File: src/rtl/mult_arbiter_pkg.sv
// Shared types and constants for the multiplier arbiter.
package mult_arbiter_pkg;

    // Arbiter FSM encoding
    typedef enum logic [1:0] {
        S_IDLE  = 2'd0,
        S_ISSUE = 2'd1,
        S_ARM   = 2'd2,
        S_WAIT  = 2'd3
    } state_e;

    // Operand/result width of the shared multiplier
    localparam int DW_DEFAULT = 16;

endpackage : mult_arbiter_pkg

File: src/rtl/mult_arbiter_rr_pick.sv
// Round-robin winner selection: first set request bit at or after ptr, wrapping.
module rr_pick #(
    parameter int N_REQ = 4,
    parameter int PW    = $clog2(N_REQ)
) (
    input  logic [N_REQ-1:0] req,
    input  logic [PW-1:0]    ptr,
    output logic [N_REQ-1:0] win,
    output logic             any
);

    logic [PW:0]   sum;
    logic [PW-1:0] idx;
    logic          found;

    // Walk the requests cyclically from ptr, marking only the first one found
    always_comb begin
        win   = '0;
        found = 1'b0;
        sum   = '0;
        idx   = '0;
        for (int i = 0; i < N_REQ; i++) begin
            sum = {1'b0, ptr} + (PW+1)'(i);
            if (sum >= (PW+1)'(N_REQ)) begin
                sum = sum - (PW+1)'(N_REQ);
            end
            idx = sum[PW-1:0];
            if (!found && req[idx]) begin
                win[idx] = 1'b1;
                found    = 1'b1;
            end
        end
    end

    assign any = |req;

endmodule : rr_pick

File: src/rtl/mult_arbiter.sv
// Shares one sequential multiplier between N_REQ requesters with round-robin grant.
// State | meaning
// IDLE  | waiting for a request; grant and operand capture happen on leaving
// ISSUE | start pulse is on the bus; multiplier busy is not trusted yet
// ARM   | waiting for busy to rise, bounded by ARM_TMO cycles (timeout sets err_o)
// WAIT  | multiplier running; completion when busy falls
module mult_arbiter
    import mult_arbiter_pkg::*;
#(
    parameter int N_REQ   = 4,
    parameter int DW      = DW_DEFAULT,
    parameter int ARM_TMO = 4
) (
    input  logic                clk,
    input  logic                reset,
    input  logic [N_REQ-1:0]    req_i,
    input  logic [N_REQ*DW-1:0] a_i,
    input  logic [N_REQ*DW-1:0] b_i,
    output logic [N_REQ-1:0]    gnt_o,
    output logic [N_REQ-1:0]    done_o,
    output logic [DW-1:0]       y_o,
    output logic                busy_o,
    output logic                err_o,
    output logic                mul_start_o,
    output logic [DW-1:0]       mul_a_o,
    output logic [DW-1:0]       mul_b_o,
    input  logic                mul_busy_i,
    input  logic [DW-1:0]       mul_y_i
);

    localparam int PW = $clog2(N_REQ);
    localparam int CW = $clog2(ARM_TMO + 1);

    state_e            state_q, state_d;
    logic [PW-1:0]     ptr_q, ptr_d;
    logic [PW-1:0]     cur_q, cur_d;
    logic [CW-1:0]     cnt_q, cnt_d;
    logic [N_REQ-1:0]  gnt_q, gnt_d;
    logic [N_REQ-1:0]  done_q, done_d;
    logic [DW-1:0]     y_q, y_d;
    logic              err_q, err_d;
    logic              start_q, start_d;
    logic [DW-1:0]     mul_a_q, mul_a_d;
    logic [DW-1:0]     mul_b_q, mul_b_d;

    logic [N_REQ-1:0]  pick_win;
    logic              pick_any;
    logic [PW-1:0]     pick_idx;
    logic [DW-1:0]     pick_a;
    logic [DW-1:0]     pick_b;
    logic [CW-1:0]     cnt_inc;
    logic              tmo_hit;
    logic              complete;

    rr_pick #(
        .N_REQ (N_REQ),
        .PW    (PW)
    ) u_rr_pick (
        .req (req_i),
        .ptr (ptr_q),
        .win (pick_win),
        .any (pick_any)
    );

    // Convert the one-hot winner to an index and select its operands
    always_comb begin
        pick_idx = '0;
        pick_a   = '0;
        pick_b   = '0;
        for (int i = 0; i < N_REQ; i++) begin
            if (pick_win[i]) begin
                pick_idx = PW'(i);
                pick_a   = a_i[i*DW +: DW];
                pick_b   = b_i[i*DW +: DW];
            end
        end
    end

    // Completion: busy fell in WAIT, or busy never rose within the ARM window
    always_comb begin
        cnt_inc  = cnt_q + CW'(1);
        tmo_hit  = (state_q == S_ARM) && !mul_busy_i && (cnt_inc == CW'(ARM_TMO));
        complete = tmo_hit || ((state_q == S_WAIT) && !mul_busy_i);
    end

    // State register
    always_ff @(posedge clk or negedge reset) begin
        if (!reset) begin
            state_q <= S_IDLE;
        end else begin
            state_q <= state_d;
        end
    end

    // Next-state logic
    always_comb begin
        state_d = state_q;
        case (state_q)
            S_IDLE:  if (pick_any) state_d = S_ISSUE;
            S_ISSUE: state_d = S_ARM;
            S_ARM: begin
                if (mul_busy_i) begin
                    state_d = S_WAIT;
                end else if (tmo_hit) begin
                    state_d = S_IDLE;
                end
            end
            S_WAIT:  if (!mul_busy_i) state_d = S_IDLE;
            default: state_d = S_IDLE;
        endcase
    end

    // Output and datapath next values
    always_comb begin
        ptr_d   = ptr_q;
        cur_d   = cur_q;
        cnt_d   = cnt_q;
        gnt_d   = gnt_q;
        done_d  = '0;
        y_d     = y_q;
        err_d   = err_q;
        start_d = 1'b0;
        mul_a_d = mul_a_q;
        mul_b_d = mul_b_q;
        case (state_q)
            S_IDLE: begin
                if (pick_any) begin
                    gnt_d   = pick_win;
                    cur_d   = pick_idx;
                    start_d = 1'b1;
                    mul_a_d = pick_a;
                    mul_b_d = pick_b;
                end
            end
            S_ISSUE: cnt_d = '0;
            S_ARM:   if (!mul_busy_i) cnt_d = cnt_inc;
            default: ;
        endcase
        if (complete) begin
            y_d    = mul_y_i;
            done_d = gnt_q;
            gnt_d  = '0;
            ptr_d  = (cur_q == PW'(N_REQ - 1)) ? '0 : cur_q + PW'(1);
            if (tmo_hit) begin
                err_d = 1'b1;
            end
        end
    end

    // Datapath and output registers
    always_ff @(posedge clk or negedge reset) begin
        if (!reset) begin
            ptr_q   <= '0;
            cur_q   <= '0;
            cnt_q   <= '0;
            gnt_q   <= '0;
            done_q  <= '0;
            y_q     <= '0;
            err_q   <= 1'b0;
            start_q <= 1'b0;
            mul_a_q <= '0;
            mul_b_q <= '0;
        end else begin
            ptr_q   <= ptr_d;
            cur_q   <= cur_d;
            cnt_q   <= cnt_d;
            gnt_q   <= gnt_d;
            done_q  <= done_d;
            y_q     <= y_d;
            err_q   <= err_d;
            start_q <= start_d;
            mul_a_q <= mul_a_d;
            mul_b_q <= mul_b_d;
        end
    end

    assign gnt_o       = gnt_q;
    assign done_o      = done_q;
    assign y_o         = y_q;
    assign busy_o      = (state_q != S_IDLE);
    assign err_o       = err_q;
    assign mul_start_o = start_q;
    assign mul_a_o     = mul_a_q;
    assign mul_b_o     = mul_b_q;

endmodule : mult_arbiter

File: config.mk
export PLATFORM = sky130hd
export DESIGN_NAME = mult_arbiter
export DESIGN_NICKNAME = d
export VERILOG_FILES = /design/src/rtl/mult_arbiter_pkg.sv /design/src/rtl/mult_arbiter_rr_pick.sv /design/src/rtl/mult_arbiter.sv
export SDC_FILE = /design/constraint.sdc
export NUM_CORES = 1
export LEC_CHECK = 0
export BUFFER_PORTS_ARGS = -buffer_cell sky130_fd_sc_hd__buf_4
export CAP_MARGIN = 10
export CORE_MARGIN = 3
export CORE_UTILIZATION = 48
export CTS_CLUSTER_SIZE = 16
export DETAILED_ROUTE_END_ITERATION = 6
export PLACE_DENSITY = 0.78
export SLEW_MARGIN = 15
export SYNTH_ARGS = -nofsm -noshare
export SYNTH_HDL_FRONTEND = slang
export SYNTH_SLANG_ARGS = --single-unit
File: constraint.sdc
create_clock -name clk -period 3.5 [get_ports clk]
set_input_delay 0.525 -clock clk [delete_from_list [all_inputs] [get_ports clk]]
set_output_delay 0.525 -clock clk [all_outputs]
set_load 0.02 [all_outputs]
* Yosys cells after proc, flatten, opt, wreduce, memory -nomap -nowiden
Index checks and enable logic that the tools add are counted.
Word-level totals: flip-flop bits (word level) 67, bits in latches 0, RAM bits 0, ROM bits 0, input port bits 151, output and inout port bits 59, word-level logic and storage cells 122, memories 0
Operators by class: $add $sub $neg 9, $mul 0, divide/modulo/power cells 0, magnitude comparators 12, eq/ne operators 9, shift operators 0, muxes and demuxes 52, bitwise logic cells 3, reductions and logical operators 26
Operator list (count):
- $mux 16 | 8
- $mux 4 | 8
- $mux 2 | 11
- $mux 1 | 14
- $lt 2x3->1 const B | 4
- $or 4x4->4 | 3
- $logic_and 1x1->1 | 10
- $ge 3x3->1 const B | 3
- $bmux 1 s2 | 4
- $demux 1 s2 | 4
- $ge 2x1->1 const B | 4
- $pmux 2 s4 | 1
- $reduce_and 2->1 | 4
- $reduce_bool 2->1 | 4
- $sub 2x1->2 const B | 4
- $add 2x2->3 const B | 2
- $eq 2x2->1 const B | 3
- $ne 2x2->1 const B | 3
- $pmux 3 s2 | 1
- $logic_not 1->1 | 4
- $reduce_or 4->1 | 1
- $add 2x1->3 const B | 1
- $add 3x1->3 const B | 1
- $eq 3x3->1 const B | 1
- other kinds (8) | 8

* Depth between registers and ports, before layout
word-level depth 18, gate-level depth with buffers 11, depth with buffers taken out 8

* By module
Synthesis repeated with hierarchy kept, for this count alone.
Second synthesis, totals: cells, all modules 394, area, all modules 3922.5 µm²
By module, submodules not included:
- mult_arbiter | times used 1, cells an instance 363, area each 3612.2 µm², seq. area each 1676.6 µm²
- rr_pick | times used 1, cells an instance 31, area each 310.3 µm², seq. area each 0.0 µm²

* Worst setup path before layout
Ideal clock, no wire load.
path type register -> register, start point reg ptr_q[0], end point reg mul_a_q[10], in the netlist mul_a_o[10], data arrival time 2639 ps, setup slack 727 ps, cell stages (with the launch flop) 11, path buffers 2, cell sequence dfrtp_1 > buf_6 > inv_1 > ha_1 > mux4_2 > a21oi_1 > a21oi_1 > a221o_2 > buf_6 > a221oi_2 > o211ai_1
Between the ends: cells in the longest elaborated chain, start to end 18
Ends and longest elaborated chain:
- from (decl) | line mult_arbiter.sv:35 | logic [PW-1:0] ptr_q, ptr_d;
- from (signal assigned) | line mult_arbiter.sv:164 | ptr_q <= ptr_d;
- branches (longest 13 deep; another with $add 2x1->3)
- $mux 4 * | line mult_arbiter_rr_pick.sv:28 | if (!found && req[idx]) begin
- $mux 16 (3 in a row) | line mult_arbiter.sv:71 | if (pick_win[i]) begin
- $mux 16 * | line mult_arbiter.sv:71
- to (signal assigned) | line mult_arbiter.sv:172 | mul_a_q <= mul_a_d;
- to (decl) | line mult_arbiter.sv:43 | logic [DW-1:0] mul_a_q, mul_a_d;
Every way passes the cells marked *. The select of a mux whose other input is x is not followed. A chain may end at the register's enable or synchronous reset.

* Worst setup path in the final report
start point reg ptr_q[1], end point reg mul_a_q[15], in the netlist mul_a_o[15]
Same word-level chain as after synthesis.

==> metrics.txt <==
maximum vdd drop=~520 µV; maximum level of the CTS H-tree=3; Max-Cap Viols=0; Core Rows=35; starting density of the core=between 50% and 60%; Synthesized Nets=690; CTS sink count=between 60 and 70; Crit Path Class=flip-flop to flip-flop; Post-Syn Area per Cell=8.884 µm²; global-route wire length before repair=~25 mm; clock tree from TritonCTS=done; DR vias=between 5000 and 6000; status=complete, no violations; dominant combinational cell family by area after synthesis=compound AO/OA/AOI/OAI gates; period utilization=approximately 93%; count of buffers from port buffering=209; Post-DP HPWL=between 10 and 15 mm; unrepaired setup endpoints after global routing=no; category of the worst setup path capture point=flip-flop; mux contribution to synthesized area=1.651%; final number of max-transition violations=0; Antenna diodes=0; Yosys Warn Count=0; via count of the first global-routing pass=around 5200; number of flops mapped to enable cells by yosys=0; register clock-pin slew on the reported worst setup and hold paths=80 ps; kind of start point of the critical path=flip-flop; total gr overflow=0; die height=104.9 µm; data arrival time at the worst-slack endpoint=about 3500 ps; total global-route track usage=between 20% and 30%; clock period minus final worst setup slack=between 3000 and 4000 ps; commonest register cell after synthesis=dfrtp_1; Fmax achieved=306.9 MHz; first-pass iteration count of the detailed router=6; Root Driver=clkbuf_8; adder and majority cell fraction of the synthesized area=under 10%; sequential area share after synthesis=about 36%; number of remaining DRC errors=0; DRT iter0 DRCs=310; Max stage delay cell, worst path=mux4_2; cell types with the highest counts after synthesis=nand2_1, dfrtp_1, inv_1, o21ai_0, a211oi_1; final cell utilization of the core=a little over two thirds; drt wl/cell=between 15 and 20 µm; most common cell in the netlist=nand2_1; endpoint required time on the critical path=around 3800 ps; Crit path max-delay family=compound AO/OA/AOI/OAI gates; post-synthesis async set-or-reset flop share=100.0%; overall routed net length=16.00 mm; die footprint=between 10000 and 15000 µm²; postcts setup bufs=0; ratio of routed vias to standard cells=between 6 and 7; maximum number of pins on one net before global-route repair=74; Num CTS Buffers=9; synthesized flop and latch total=between 60 and 70; clock skew=approximately 9.0 ps; Hold Vio Cnt, Final=0; transition time at the pin with the least slew margin=995.8 ps; parity-gate share of the synthesized area counting xor and xnor cells=0%; gp weighted congestion=0.9268; antenna violations before repair=0; core box area=roughly 9400 µm²; final total negative setup slack=0 ps; Synth Area in Compound Gates=between 30% and 40%; final net count=877; count of mapped cells out of synthesis=approximately 530; total of endpoints with negative setup slack in the final report=0; area share of and/or/nand/nor cells after synthesis=between 10% and 20%; Die Wd=104.9 µm; clock tree buffer depth=2; I/O pins=210; worst relative slew slack=between 30% and 40%; Crit Path Max Fanout=21; count of unique library cells instantiated by Yosys=46; area share of the largest cell type after synthesis=between 30% and 40%; Area contributors post-synth=dfrtp_1, a221oi_2, nand2_1; delay of the slowest critical-path stage=610 ps; count of buffer and inverter cells on the critical path=2; Mapped Area=between 4000 and 5000 µm²; critical path, cell by cell=inv_1 > ha_1 > mux4_2 > a21o_1 > a2bb2oi_4 > and2_1 > buf_4 > o2111ai_1 > o211ai_1; Power Dens Cells=about 980 nW/µm²; clock latency on the worst-skew pair=340 ps; path category of the worst min-delay check=input port to asynchronous set/reset pin; leakage power summed over all cells=3.117 nW; total of fill cells in the finished design=805; post-route antenna net violation count=0; fraction of layout cells with a size suffix above 1=approximately two fifths; cell taking the most area after synthesis=dfrtp_1; signed area change from the synthesized netlist to the final layout=39.72%
worst paths after layout:
| path | start | end | slack, ps | depth (start not counted) |
|---|---|---|---|---|
| setup reg to reg | ptr_q[1] | mul_a_o[15] | 240 | 9 |
| hold / removal | reset | y_o[1] | 280 | 1 |
| setup / recovery | ptr_q[1] | mul_a_o[15] | 240 | 9 |
| max in group asynchronous | reset | cur_q[0] | 2640 | 1 |
| hold reg to reg | y_o[13] | y_o[13] | 480 | 2 |
| min in group clk | mul_y_i[0] | y_o[0] | 380 | 3 |
timing repair:
item | 4_1_cts | 5_1_grt
hold buffers | 0 | 0
endpoints found under the setup margin | 0 | 18
gates resized for setup | 0 | 3
worst register-to-register path, delay by kind of cell (launching register included):
family          cells  cell delay, ps
simple gates        1             380
fa+ha+maj           1             370
compound gates      4             880
mux                 1             610
flops               1             450
buf+inv             2             490
through the flow:
| stage | cell area (µm²) | hold slack [ps] | cells | setup slack (ps) | total power, mW |
|---|---|---|---|---|---|
| 6_report | 6566 | 279.5 | 849 | 241.9 | 6.444 |
| 4_1_cts | 6541 | 323.3 | 848 | 51.13 | 6.358 |
| 5_1_grt | 6566 | 361.2 | 849 | 55.00 | 6.861 |
| 2_1_floorplan | 4700 | 229.4 | 529 | 727.1 | 4.370 |
| 3_5_place_dp | 6359 | 466.7 | 833 | 60.54 | 5.727 |
| 3_3_place_gp | 6359 | 458.4 | 833 | 266.7 | 5.597 |
report_power, final:
group	total (mW)	switching (mW)	internal [mW]
registers	1.35	0.232	1.12
clock network	0.624	0.301	0.323
logic	4.47	2.75	1.72
flip-flops by register name (all words and copies together), names as in the netlist:
| signal | flops |
|---|---|
| done_o | 4 |
| state_q | 2 |
| cnt_q | 3 |
| gnt_o | 4 |
| mul_start_o | 1 |
| cur_q | 2 |
| y_o | 16 |
| err_o | 1 |
| ptr_q | 2 |
| mul_b_o | 16 |
| mul_a_o | 16 |
layout make-up:
type / instances / area [µm²] / share of cell area [%]
multi-input combinational: 368 / 2655 / 40.43
timing repair buffer: 227 / 1729 / 26.33
sequential: 67 / 1677 / 25.53
inverter: 43 / 161.4 / 2.458
tap: 129 / 161.4 / 2.458
clock buffer: 10 / 127.6 / 1.944
clock inverter: 5 / 55.05 / 0.8384
metal layers:
metal / GRT usage, % / part of all wire (%) / vias up
li1: - / - / 2352
met1: 35.14 / 39 / 2418
met2: 46.61 / 48 / 293
met3: 6.300 / 9.4 / 47
met4: 12.75 / 3.5 / 0
met5: 0 / 0 / -
placed cells by master (no fill, tap or decap), types with 2 or more instances in the layout:
master and n:
clkbuf_8 9, o21ai_1 2, nor2_1 11, mux4_2 3, nor2_4 2, ha_1 10, a211oi_1 33, nor3b_1 2
nand3_1 2, nand2_1 91, o21ai_2 2, buf_12 2, and2_1 6, o21a_1 3, dfrtp_1 67, a221oi_2 31
buf_4 225, o2111ai_1 32, a21oi_1 5, a22oi_1 2, inv_1 42, o21ai_0 41, and3_1 32, nand2b_1 4
clkinvlp_4 2, clkinv_2 2, o211ai_1 32
logic make-up after synthesis:
logic type / count (synthesis)
compound gates: 195
fa+ha+maj: 10
buf+inv: 95
flops: 67
mux: 4
simple gates: 158
(Power assumes the default switching activity.)
